==> config.mk <==
export PLATFORM = sky130hd
export DESIGN_NAME = matmul_ctrl
export DESIGN_NICKNAME = d
export VERILOG_FILES = /design/src/rtl/matmul_ctrl.sv
export SDC_FILE = /design/constraint.sdc
export NUM_CORES = 1
export LEC_CHECK = 0
export CELL_PAD_IN_SITES_DETAIL_PLACEMENT = 1
export CELL_PAD_IN_SITES_GLOBAL_PLACEMENT = 1
export CORE_MARGIN = 2
export CORE_UTILIZATION = 35
export CTS_CLUSTER_SIZE = 40
export DETAILED_ROUTE_END_ITERATION = 6
export PLACE_DENSITY = 0.83
export SLEW_MARGIN = 20
export SYNTH_ARGS = -nofsm -noshare
export SYNTH_HDL_FRONTEND = slang
export SYNTH_SLANG_ARGS = --single-unit
==> constraint.sdc <==
create_clock -name clk -period 1.3 [get_ports clk]
set_input_delay 0.13 -clock clk [delete_from_list [all_inputs] [get_ports clk]]
set_output_delay 0.13 -clock clk [all_outputs]
set_load 0.05 [all_outputs]
==> src/rtl/matmul_ctrl.sv <==
// Sequencer for the matrix-multiply datapath: walks C[i][j], issues operand reads,
// strobes the MAC accumulator and writes each finished element to C memory.
//
// state | meaning
// IDLE  | waiting for start
// RUN   | one operand read per cycle, k = 0..K-1
// DRAIN | last read's data reaches the MAC
// WRITE | accumulator written to C[i][j], element index advances
// DONE  | one-cycle completion pulse
module matmul_ctrl #(
  parameter int M  = 2,
  parameter int N  = 2,
  parameter int K  = 2,
  parameter int AW = (M * K > 1) ? $clog2(M * K) : 1,
  parameter int BW = (K * N > 1) ? $clog2(K * N) : 1,
  parameter int CW = (M * N > 1) ? $clog2(M * N) : 1
) (
  input  logic          clk,
  input  logic          rst_n,
  input  logic          start,
  output logic          rd_en,
  output logic [AW-1:0] a_addr,
  output logic [BW-1:0] b_addr,
  output logic          mac_en,
  output logic          mac_clr,
  output logic          c_we,
  output logic [CW-1:0] c_addr,
  output logic          busy,
  output logic          done
);

  localparam int IW = (M > 1) ? $clog2(M) : 1;
  localparam int JW = (N > 1) ? $clog2(N) : 1;
  localparam int KW = (K > 1) ? $clog2(K) : 1;

  localparam logic [2:0] S_IDLE  = 3'd0;
  localparam logic [2:0] S_RUN   = 3'd1;
  localparam logic [2:0] S_DRAIN = 3'd2;
  localparam logic [2:0] S_WRITE = 3'd3;
  localparam logic [2:0] S_DONE  = 3'd4;

  logic [2:0]    state_q, state_d;
  logic [IW-1:0] i_q, i_d;
  logic [JW-1:0] j_q, j_d;
  logic [KW-1:0] k_q, k_d;

  logic          rd_en_q, rd_en_d;
  logic          rd_k0_q, rd_k0_d;
  logic [AW-1:0] a_addr_q, a_addr_d;
  logic [BW-1:0] b_addr_q, b_addr_d;
  logic          mac_en_q, mac_en_d;
  logic          mac_clr_q, mac_clr_d;
  logic          c_we_q, c_we_d;
  logic [CW-1:0] c_addr_q, c_addr_d;
  logic          busy_q, busy_d;
  logic          done_q, done_d;

  always_comb begin
    state_d = state_q;
    i_d     = i_q;
    j_d     = j_q;
    k_d     = k_q;
    case (state_q)
      S_IDLE: begin
        if (start) begin
          state_d = S_RUN;
          i_d     = '0;
          j_d     = '0;
          k_d     = '0;
        end
      end
      S_RUN: begin
        if (k_q == KW'(K - 1)) begin
          k_d     = '0;
          state_d = S_DRAIN;
        end else begin
          k_d = k_q + KW'(1);
        end
      end
      S_DRAIN: state_d = S_WRITE;
      S_WRITE: begin
        state_d = S_RUN;
        if (j_q == JW'(N - 1)) begin
          j_d = '0;
          if (i_q == IW'(M - 1)) begin
            i_d     = '0;
            state_d = S_DONE;
          end else begin
            i_d = i_q + IW'(1);
          end
        end else begin
          j_d = j_q + JW'(1);
        end
      end
      S_DONE:  state_d = S_IDLE;
      default: state_d = S_IDLE;
    endcase
  end

  // Outputs are decoded from the next state so every port comes straight from a flop.
  always_comb begin
    rd_en_d   = (state_d == S_RUN);
    rd_k0_d   = (state_d == S_RUN) && (k_d == '0);
    a_addr_d  = rd_en_d ? AW'(int'(i_d) * K + int'(k_d)) : '0;
    b_addr_d  = rd_en_d ? BW'(int'(k_d) * N + int'(j_d)) : '0;
    mac_en_d  = rd_en_q;
    mac_clr_d = rd_en_q && rd_k0_q;
    c_we_d    = (state_d == S_WRITE);
    c_addr_d  = c_we_d ? CW'(int'(i_d) * N + int'(j_d)) : '0;
    busy_d    = (state_d != S_IDLE);
    done_d    = (state_d == S_DONE);
  end

  always_ff @(posedge clk or negedge rst_n) begin
    if (!rst_n) begin
      state_q   <= S_IDLE;
      i_q       <= '0;
      j_q       <= '0;
      k_q       <= '0;
      rd_en_q   <= 1'b0;
      rd_k0_q   <= 1'b0;
      a_addr_q  <= '0;
      b_addr_q  <= '0;
      mac_en_q  <= 1'b0;
      mac_clr_q <= 1'b0;
      c_we_q    <= 1'b0;
      c_addr_q  <= '0;
      busy_q    <= 1'b0;
      done_q    <= 1'b0;
    end else begin
      state_q   <= state_d;
      i_q       <= i_d;
      j_q       <= j_d;
      k_q       <= k_d;
      rd_en_q   <= rd_en_d;
      rd_k0_q   <= rd_k0_d;
      a_addr_q  <= a_addr_d;
      b_addr_q  <= b_addr_d;
      mac_en_q  <= mac_en_d;
      mac_clr_q <= mac_clr_d;
      c_we_q    <= c_we_d;
      c_addr_q  <= c_addr_d;
      busy_q    <= busy_d;
      done_q    <= done_d;
    end
  end

  assign rd_en   = rd_en_q;
  assign a_addr  = a_addr_q;
  assign b_addr  = b_addr_q;
  assign mac_en  = mac_en_q;
  assign mac_clr = mac_clr_q;
  assign c_we    = c_we_q;
  assign c_addr  = c_addr_q;
  assign busy    = busy_q;
  assign done    = done_q;

endmodule

==> impl_metrics.py, run 1 <==
metrics = {
    "finish": {
        "fill_cells": 193,
        "largest_reg_flops": 3,
        "drive_above_1_share_pct": 60.0,
        "num_antenna_cells": 0,
        "syn2layout_area_growth_pct": 61.0,
        "top_register": "state_q",
        "final_cell_area_mm2": 0.00124,
        "regArea_um2": 455,
        "nets": 91,
        "multiInputGateArea_um2": 333,
    },
    "hold_path": {
        "hold_path_class": "input port to asynchronous set/reset pin",
    },
    "logic_synthesis": {
        "syn-mean-instance-area_um2": 13.3,
        "synth_edf_count": 0,
        "netlist_area_um2": 769,
        "synth_nets": 63,
        "netlist.area_leader.share_pct": 58.5,
        "async_reset_ff_share_pct": 100,
        "synthFlopType": "dfrtp_1",
        "ys_types": 25,
        "synth_largest_area_cell": "dfrtp_1",
        "netlist_top_cells_area": "dfrtp_1, and2_1, ha_1",
        "synth_warnings": 0,
        "yosysMostFrequentCell": "dfrtp_1",
        "ys_seq_area_share_pct": 58.5,
        "synthCells": 58,
        "synth-seq-cells": 18,
        "synth_common_cells": "dfrtp_1, and2_1, nand2_1, nor2_1",
    },
    "grt": {
        "grt_pass1_wl_mm": 3.22,
        "grt_overflow": 0,
        "track_usage_pct": 17.8,
        "antenna_found_initial": 0,
        "grt_start_max_net_pins": 19,
        "grt_pass1_vias": 622,
    },
    "floorplan": {
        "io_pins": 15,
        "die-area_mm2": 0.00259,
        "start_util_pct": 38.1,
        "core_mm2": 0.00202,
        "die-width_um": 50.9,
        "rows": 16,
        "die-height_um": 50.9,
    },
    "cts": {
        "clk_pin_slew_ps": 110,
        "cts_hold_buffers": 0,
        "cts_tree": "yes",
        "cts_max_level": 1,
        "insertion_delay_ps": 300,
        "cts_made_buffers": 3,
        "cts_sinks": 18,
        "root_buffer": "clkbuf_4",
        "cts_buffer_depth": 2,
    },
    "timing": {
        "rsz0062_at_grt": "yes",
        "slew_violations": 0,
        "setup_violations": 7,
        "finClkSkew_ps": 1.16,
        "hold_viol": 0,
        "worst_slew_pin_slew_ps": 344,
        "final.min_clock_period_ps": 1390,
        "setup_slack_ps": -93.4,
        "fmax_mhz": 718,
        "fin_crit_sh_pct": 107,
        "slew_headroom_pct": 77.0,
    },
    "power_and_ir_drop": {
        "seq_power_share_pct": 30.5,
        "p_int_uw": 1990,
        "ir_drop_v": 0.00140,
        "switching_share_pct": 42.0,
        "p_clk_share_pct": 10.4,
        "powerDensity_mw_per_mm2": 2780,
        "p_switching_uw": 1440,
        "power_frac_comb_pct": 59.1,
        "p_leak_uw": 0.000543,
    },
    "run": {
        "maxCapViolCount": 0,
    },
    "placement": {
        "placed_cell_area_mm2": 0.00108,
        "globalplace.congestion": 0.764,
        "dp_hpwl_mm": 1.20,
        "pre_cts_slack_ps": -178,
        "port_buffers": 14,
    },
    "worst_setup_path": {
        "critical_path_required_ps": 1540,
        "r2r_cells": 4,
        "crit_fanout": 6,
        "endpoint_kind": "flip-flop",
        "start_kind": "flip-flop",
        "crit_end": "rd_k0_q",
        "worstPathArrival_ps": 1630,
        "reg2reg_to": "rd_k0_q",
        "worst-r2r-setup-slack_ps": -90,
        "crit_type": "flip-flop to flip-flop",
        "cp-startpoint": "state_q[0]",
        "r2r-start": "state_q[0]",
    },
    "routing": {
        "finalWirelength_mm": 2.00,
        "avgRoutedWirePerCell_um": 17.9,
        "postRouteAntennaNets": 0,
        "vias": 538,
        "drt-initial-drc-count": 10,
        "drt-pass1-iter-count": 3,
        "drc": 0,
        "vias_per_cell": 4.80,
    },
    "outcome": {
        "status": "complete, but fails checks",
        "failed_checks": "setup timing",
    },
}
cell usage in the layout (no fill, tap or decap), types with 2 or more instances in the layout:
| master | n |
|---|---|
| o22a_1 | 2 |
| nor2_2 | 2 |
| buf_4 | 9 |
| ha_2 | 2 |
| nand2_1 | 3 |
| dfrtp_2 | 4 |
| buf_12 | 12 |
| clkbuf_4 | 3 |
| clkdlybuf4s50_1 | 2 |
| and2_1 | 5 |
| buf_6 | 4 |
| dfrtp_1 | 14 |
metal layers:
layer,part of all wire (%),vias to the layer above,GRT usage [%]
met2,55,14,30.9
met3,3.5,4,3.51
met5,0,-,0
met4,1.8,0,9.91
li1,-,248,-
met1,40,272,20.5
metrics by stage:
step                      cells  hold slack [ps]  power, uW  utilization [%]  TNS, ps
after floorplan              58             -166       1940                -        0
after global placement      102              432       2610             53.3     -812
after detailed placement    102              458       2690             53.3    -1030
after CTS                   110              166       3310             59.2     -334
after global routing        112              190       3610             61.3     -861
final                       112              171       3440             61.3     -369
cell type report:
cell class,count,area share (%)
clock buffers,4,2.93
inverters,2,0.606
multi-input cells,34,26.9
flip-flops and latches,18,36.8
well taps,27,2.73
repair buffers,27,30.1
critical path: stages, from the launching register on:
cell     delay [ps]
dfrtp_2         490
buf_6           160
and3_4          180
nor4_4          290
nor2b_2         210
how the worst min path moves through the flow:
stage | startpoint | end | slack [ps] | cells after the start
3_5_place_dp | rd_en | mac_en | 460 | 0
4_1_cts | rst_n | busy | 170 | 2
3_3_place_gp | rd_k0_q | mac_clr | 430 | 1
6_report | rst_n | mac_en | 170 | 2
2_1_floorplan | rst_n | a_addr[0] | -170 | 0
5_1_grt | rst_n | a_addr[0] | 190 | 2
power by group through the flow:
stage	sequential (uW)	clock, uW	combinational [uW]
finish	1050	357	2030
global route	1080	380	2150
CTS	1030	355	1920
detailed placement	1020	0	1670
global placement	998	0	1610
floorplan	1220	0	721
cell families (layout without fill, tap and decap cells):
family,Yosys count,in the layout,share of synthesized area (%)
AND/OR/NAND/NOR,22,22,19.5
flip-flops,18,18,58.5
AO/OA/AOI/OAI,10,10,12.8
buffers and inverters,6,33,5.85
adder cells (fa/ha/maj),2,2,3.25
what timing repair did:
action / CTS / global route
gates resized for setup: 14 / 8
endpoints found under the setup margin: 10 / 9
pin swaps: 6 / 9
buffers inserted: 4 / 2
No activity file was read; power rests on OpenSTA's default activity.
==> run 2, diff against run 1 <==
--- a/config.mk
+++ b/config.mk
@@ -9,3 +9,3 @@
 export CELL_PAD_IN_SITES_GLOBAL_PLACEMENT = 1
-export CORE_MARGIN = 2
+export CORE_MARGIN = 10
 export CORE_UTILIZATION = 35
--- a/constraint.sdc
+++ b/constraint.sdc
@@ -3,2 +3,2 @@
 set_output_delay 0.13 -clock clk [all_outputs]
-set_load 0.05 [all_outputs]
+set_load 0.02 [all_outputs]
==> run 2 against run 1 <==
  * The run still ends with setup timing left
  * Via count grew 4.8%
  * Setup slack lost 37 ps
  * Clock power shrank 26%
  * Utilization shrank 5.1 points
  * Global-route usage shrank 9.3 points
  * Maximum frequency shrank 2.6%
  * Register-to-register slack lost 40 ps
  * Count of clock-buffer cells in the layout shrank 1
  * Critical endpoint unchanged
  * Largest cell class unchanged
  * Largest power group unchanged
  * Highest routed layer unchanged
==> impl_metrics.py, run 2 (synthesis results as in run 1) <==
metrics = {
    "timing": {
        "slew_headroom_pct": 76.7,
        "fin_crit_sh_pct": 110,
        "tns_ps": -915,
        "worst_slew_pin_slew_ps": 348,
        "hold_viol": 0,
        "fmax_mhz": 699,
        "slew_violations": 0,
        "finClkSkew_ps": 4.70,
        "final.min_clock_period_ps": 1430,
        "setup_slack_ps": -130,
        "rsz0062_at_grt": "yes",
        "setup_violations": 11,
    },
    "routing": {
        "drt-pass1-iter-count": 4,
        "postRouteAntennaNets": 0,
        "drt-initial-drc-count": 2,
        "drc": 0,
        "vias": 564,
        "finalWirelength_mm": 2.05,
        "vias_per_cell": 4.78,
        "avgRoutedWirePerCell_um": 17.4,
    },
    "floorplan": {
        "die-width_um": 66.9,
        "die-area_mm2": 0.00447,
        "core_mm2": 0.00202,
        "rows": 16,
        "io_pins": 15,
        "start_util_pct": 38.1,
        "die-height_um": 66.9,
    },
    "finish": {
        "nets": 98,
        "top_register": "state_q",
        "syn2layout_area_growth_pct": 47.6,
        "final_common_cell": "buf_4",
        "drive_above_1_share_pct": 47.3,
        "largest_reg_flops": 3,
        "num_antenna_cells": 0,
        "final_cell_mix": "buf_4, dfrtp_1, dlygate4sd2_1",
    },
    "placement": {
        "globalplace.congestion": 0.766,
        "dp_hpwl_mm": 1.24,
        "port_buffers": 14,
    },
    "grt": {
        "grt_start_max_net_pins": 19,
        "grt_pass1_wl_mm": 2.82,
        "track_usage_pct": 8.45,
        "grt_pass1_vias": 602,
        "antenna_found_initial": 0,
        "grt_overflow": 0,
    },
    "outcome": {
        "status": "complete, but fails checks",
        "failed_checks": "setup timing",
    },
    "cts": {
        "cts_made_buffers": 3,
        "insertion_delay_ps": 280,
        "clk_pin_slew_ps": 100,
        "cts_max_level": 1,
        "cts_hold_buffers": 0,
        "cts_sinks": 18,
        "cts_tree": "yes",
        "cts_buffer_depth": 2,
        "root_buffer": "clkbuf_4",
    },
    "power_and_ir_drop": {
        "ir_drop_v": 0.00116,
        "p_leak_uw": 0.000548,
        "power.total_uw": 2920,
        "powerDensity_mw_per_mm2": 2570,
    },
    "worst_setup_path": {
        "start_kind": "flip-flop",
        "endpoint_kind": "flip-flop",
        "worstPathArrival_ps": 1640,
        "critical_path_required_ps": 1510,
        "crit_fanout": 5,
        "crit_type": "flip-flop to flip-flop",
    },
    "hold_path": {
        "hold_path_class": "input port to asynchronous set/reset pin",
    },
    "run": {
        "maxCapViolCount": 0,
    },
}
## run 2: cell types whose count changed in the layout (fill, tap and decap cells not counted), sizes merged
cell,delta
dlygate4sd2,+12
buf,-5
clkbuf,-1
## run 2: final cells by class
type                            count  area [um^2]
Fill cell                         218          886
Inverter                            2         7.51
Sequential cell                    18          455
Timing Repair Buffer               34          294
Tap cell                           27         33.8
Clock buffer                        3         22.5
Multi-Input combinational cell     34          323
## run 2: worst max-delay path, stage by stage (launching register included)
cell and delay, ps:
dfrtp_1 410, buf_4 140, ha_2 160, and3_4 180
nor4_4 260, nor2b_1 200
## run 2: routing by layer
| layer | GRT usage (%) | wire (um) |
|---|---|---|
| met2 | 15.3 | 1140 |
| met5 | 0 | 0 |
| met1 | 7.75 | 737 |
| met3 | 3.68 | 141 |
| met4 | 4.62 | 29 |
## run 2: worst paths after layout
path / startpoint / to / slack, ps / cells after the start
max: j_q / rd_k0_q / -130 / 5
min: rst_n / state_q[0] / 170 / 2
max reg2reg: j_q / rd_k0_q / -130 / 5
min reg2reg: rd_en / mac_en / 390 / 0
max in group asynchronous: rst_n / state_q[1] / 930 / 2
min in group clk: rd_en / mac_en / 390 / 0
## run 2: through the flow
| stage | instances | hold WS (ps) | area, um^2 | utilization, % | setup WS [ps] |
|---|---|---|---|---|---|
| 6_report | 118 | 166 | 1140 | 56.2 | -130 |
| 2_1_floorplan | 58 | -166 | 769 | - | 7.58 |
| 5_1_grt | 118 | 159 | 1140 | 56.2 | -215 |
| 3_3_place_gp | 102 | 383 | 958 | 47.4 | -144 |
| 4_1_cts | 111 | 164 | 1010 | 50.2 | -83.9 |
| 3_5_place_dp | 102 | 382 | 958 | 47.4 | -191 |
## run 2: repair_timing
item,CTS,global route
buffers inserted,6,7
pin swaps,7,7
gates resized for setup,16,17
endpoints found under the setup margin,21,11
cloned,0,0
## run 2: where the power goes
part | switching (uW) | internal [uW] | total, uW
Sequential | 197 | 770 | 967
Combinational | 778 | 906 | 1680
Clock | 158 | 108 | 265
Total | 1130 | 1780 | 2920
==> run 3, diff against run 2 <==
Settings changed: ABC_CLOCK_PERIOD_IN_PS from default to 1300, TNS_END_PERCENT from default to 30.
==> run 3 against run 2 <==
  * Hold slack got worse by 3.6 ps
  * Sequential power decreased by 0.7%
  * The flow still finishes with violations (setup timing)
  * Combinational power decreased by 12%
  * Sequential share of layout area increased by 2.1 points
  * Utilization decreased by 3.0 points
  * Largest power group unchanged
  * Highest routed layer unchanged
  * Critical path depth unchanged
  * Setup slack improved by 8.5 ps
  * Global-route usage decreased by 0.14 points
  * Register-to-register slack about the same
  * Non-clock buffer count decreased by 5
  * Count of clock-buffer cells in the layout unchanged
==> impl_metrics.py, run 3 (synthesis results as in run 1) <==
metrics = {
    "outcome": {
        "status": "complete, but fails checks",
        "failed_checks": "setup timing",
    },
    "worst_setup_path": {
        "start_kind": "flip-flop",
        "crit_type": "flip-flop to flip-flop",
        "critical_path_required_ps": 1480,
        "crit_fanout": 7,
        "endpoint_kind": "flip-flop",
        "worstPathArrival_ps": 1610,
    },
    "timing": {
        "setup_violations": 10,
        "setup_slack_ps": -122,
        "hold_viol": 0,
        "slew_headroom_pct": 78.1,
        "worst_slew_pin_slew_ps": 326,
        "fmax_mhz": 703,
        "final.min_clock_period_ps": 1420,
        "hold_ws_ps": 163,
        "slew_violations": 0,
        "rsz0062_at_grt": "yes",
        "finClkSkew_ps": 3.02,
        "fin_crit_sh_pct": 109,
    },
    "cts": {
        "cts_made_buffers": 3,
        "cts_tree": "yes",
        "cts_hold_buffers": 0,
        "cts_buffer_depth": 2,
        "insertion_delay_ps": 290,
        "cts_sinks": 18,
        "clk_pin_slew_ps": 100,
        "root_buffer": "clkbuf_4",
        "cts_max_level": 1,
    },
    "grt": {
        "antenna_found_initial": 0,
        "grt_pass1_wl_mm": 2.77,
        "track_usage_pct": 8.32,
        "grt_start_max_net_pins": 19,
        "grt_pass1_vias": 588,
        "grt_overflow": 0,
    },
    "power_and_ir_drop": {
        "p_switching_uw": 1070,
        "power_frac_comb_pct": 54.6,
        "power.total_uw": 2700,
        "switching_share_pct": 39.6,
        "ir_drop_v": 0.00113,
        "powerDensity_mw_per_mm2": 2510,
        "p_int_uw": 1630,
        "p_clk_share_pct": 9.9,
        "p_leak_uw": 0.000519,
        "seq_power_share_pct": 35.5,
    },
    "finish": {
        "multiInputGateArea_um2": 317,
        "final_common_cell": "dfrtp_1",
        "fill_cells": 220,
        "regArea_um2": 454,
        "num_antenna_cells": 0,
        "post-route-util_pct": 53.2,
        "final_cell_mix": "dfrtp_1, buf_4, dlygate4sd2_1",
        "syn2layout_area_growth_pct": 39.8,
        "fin_cells": 113,
        "nets": 93,
        "top_register": "state_q",
        "largest_reg_flops": 3,
        "drive_above_1_share_pct": 41.9,
    },
    "floorplan": {
        "io_pins": 15,
        "die-width_um": 66.9,
        "die-area_mm2": 0.00447,
        "rows": 16,
        "die-height_um": 66.9,
        "core_mm2": 0.00202,
        "start_util_pct": 38.1,
    },
    "routing": {
        "drc": 0,
        "postRouteAntennaNets": 0,
        "avgRoutedWirePerCell_um": 16.9,
        "finalWirelength_mm": 1.91,
        "vias": 531,
        "drt-initial-drc-count": 1,
        "vias_per_cell": 4.70,
        "drt-pass1-iter-count": 2,
    },
    "placement": {
        "globalplace.congestion": 0.766,
        "dp_cells": 102,
        "port_buffers": 14,
        "dp_hpwl_mm": 1.24,
        "pre_cts_slack_ps": -191,
    },
    "hold_path": {
        "hold_path_class": "input port to asynchronous set/reset pin",
    },
    "run": {
        "maxCapViolCount": 0,
    },
}
==> run 3: cell count changes in the layout (fill, tap and decap cells not counted) <==
| cell | previous run | this run |
|---|---|---|
| buf_6 | 5 | 1 |
| dfrtp_2 | 4 | 3 |
| dfrtp_1 | 14 | 15 |
| a31oi_2 | 1 | 0 |
| buf_4 | 15 | 14 |
| a31oi_1 | 0 | 1 |
==> run 3: power by group through the flow <==
stage	combinational [uW]	sequential [uW]	clock (uW)
5_1_grt	1610	988	304
3_3_place_gp	1140	939	0
2_1_floorplan	700	991	0
4_1_cts	1230	928	280
6_report	1480	960	267
3_5_place_dp	1200	950	0
==> run 3: routing by layer <==
layer / up-vias / wire [um] / track usage (%)
li1: 251 / - / -
met5: - / 0 / 0
met2: 13 / 1070 / 15.0
met4: 0 / 13 / 4.62
met1: 265 / 687 / 7.56
met3: 2 / 140 / 3.68
==> run 3: critical path: stages (launching register included) <==
cell and delay [ps]:
dfrtp_2 480, buf_6 140, nor2_2 40, o31ai_2 320, o41ai_4 160, and2_1 160
==> run 3: through the flow <==
step,TNS (ps),cell area (um^2)
floorplan,0,769
global placement,-846,958
detailed placement,-1160,958
CTS,-369,1000
global route,-1530,1080
finish,-686,1080
==> run 3: worst paths after layout <==
check                      startpoint         end  slack, ps  cells past startpoint
max                        state_q[0]   a_addr[0]       -120                      5
min                             rst_n        busy        160                      2
max reg2reg                state_q[0]   a_addr[0]       -120                      5
min reg2reg                     rd_en      mac_en        390                      0
max in group asynchronous       rst_n  state_q[1]        930                      2
min in group clk                rd_en      mac_en        390                      0
==> run 3: layout make-up <==
class / count / area share [%]
flip-flops and latches: 18 / 42.2
multi-input cells: 34 / 29.4
well taps: 27 / 3.14
clock buffers: 3 / 2.09
inverters: 2 / 0.698
repair buffers: 29 / 22.4
==> run 3: repair_timing <==
| item | 4_1_cts | 5_1_grt |
|---|---|---|
| endpoints found under the setup margin | 21 | 10 |
| buffers inserted | 4 | 4 |
| gates resized for setup | 15 | 10 |
| pin swaps | 8 | 5 |
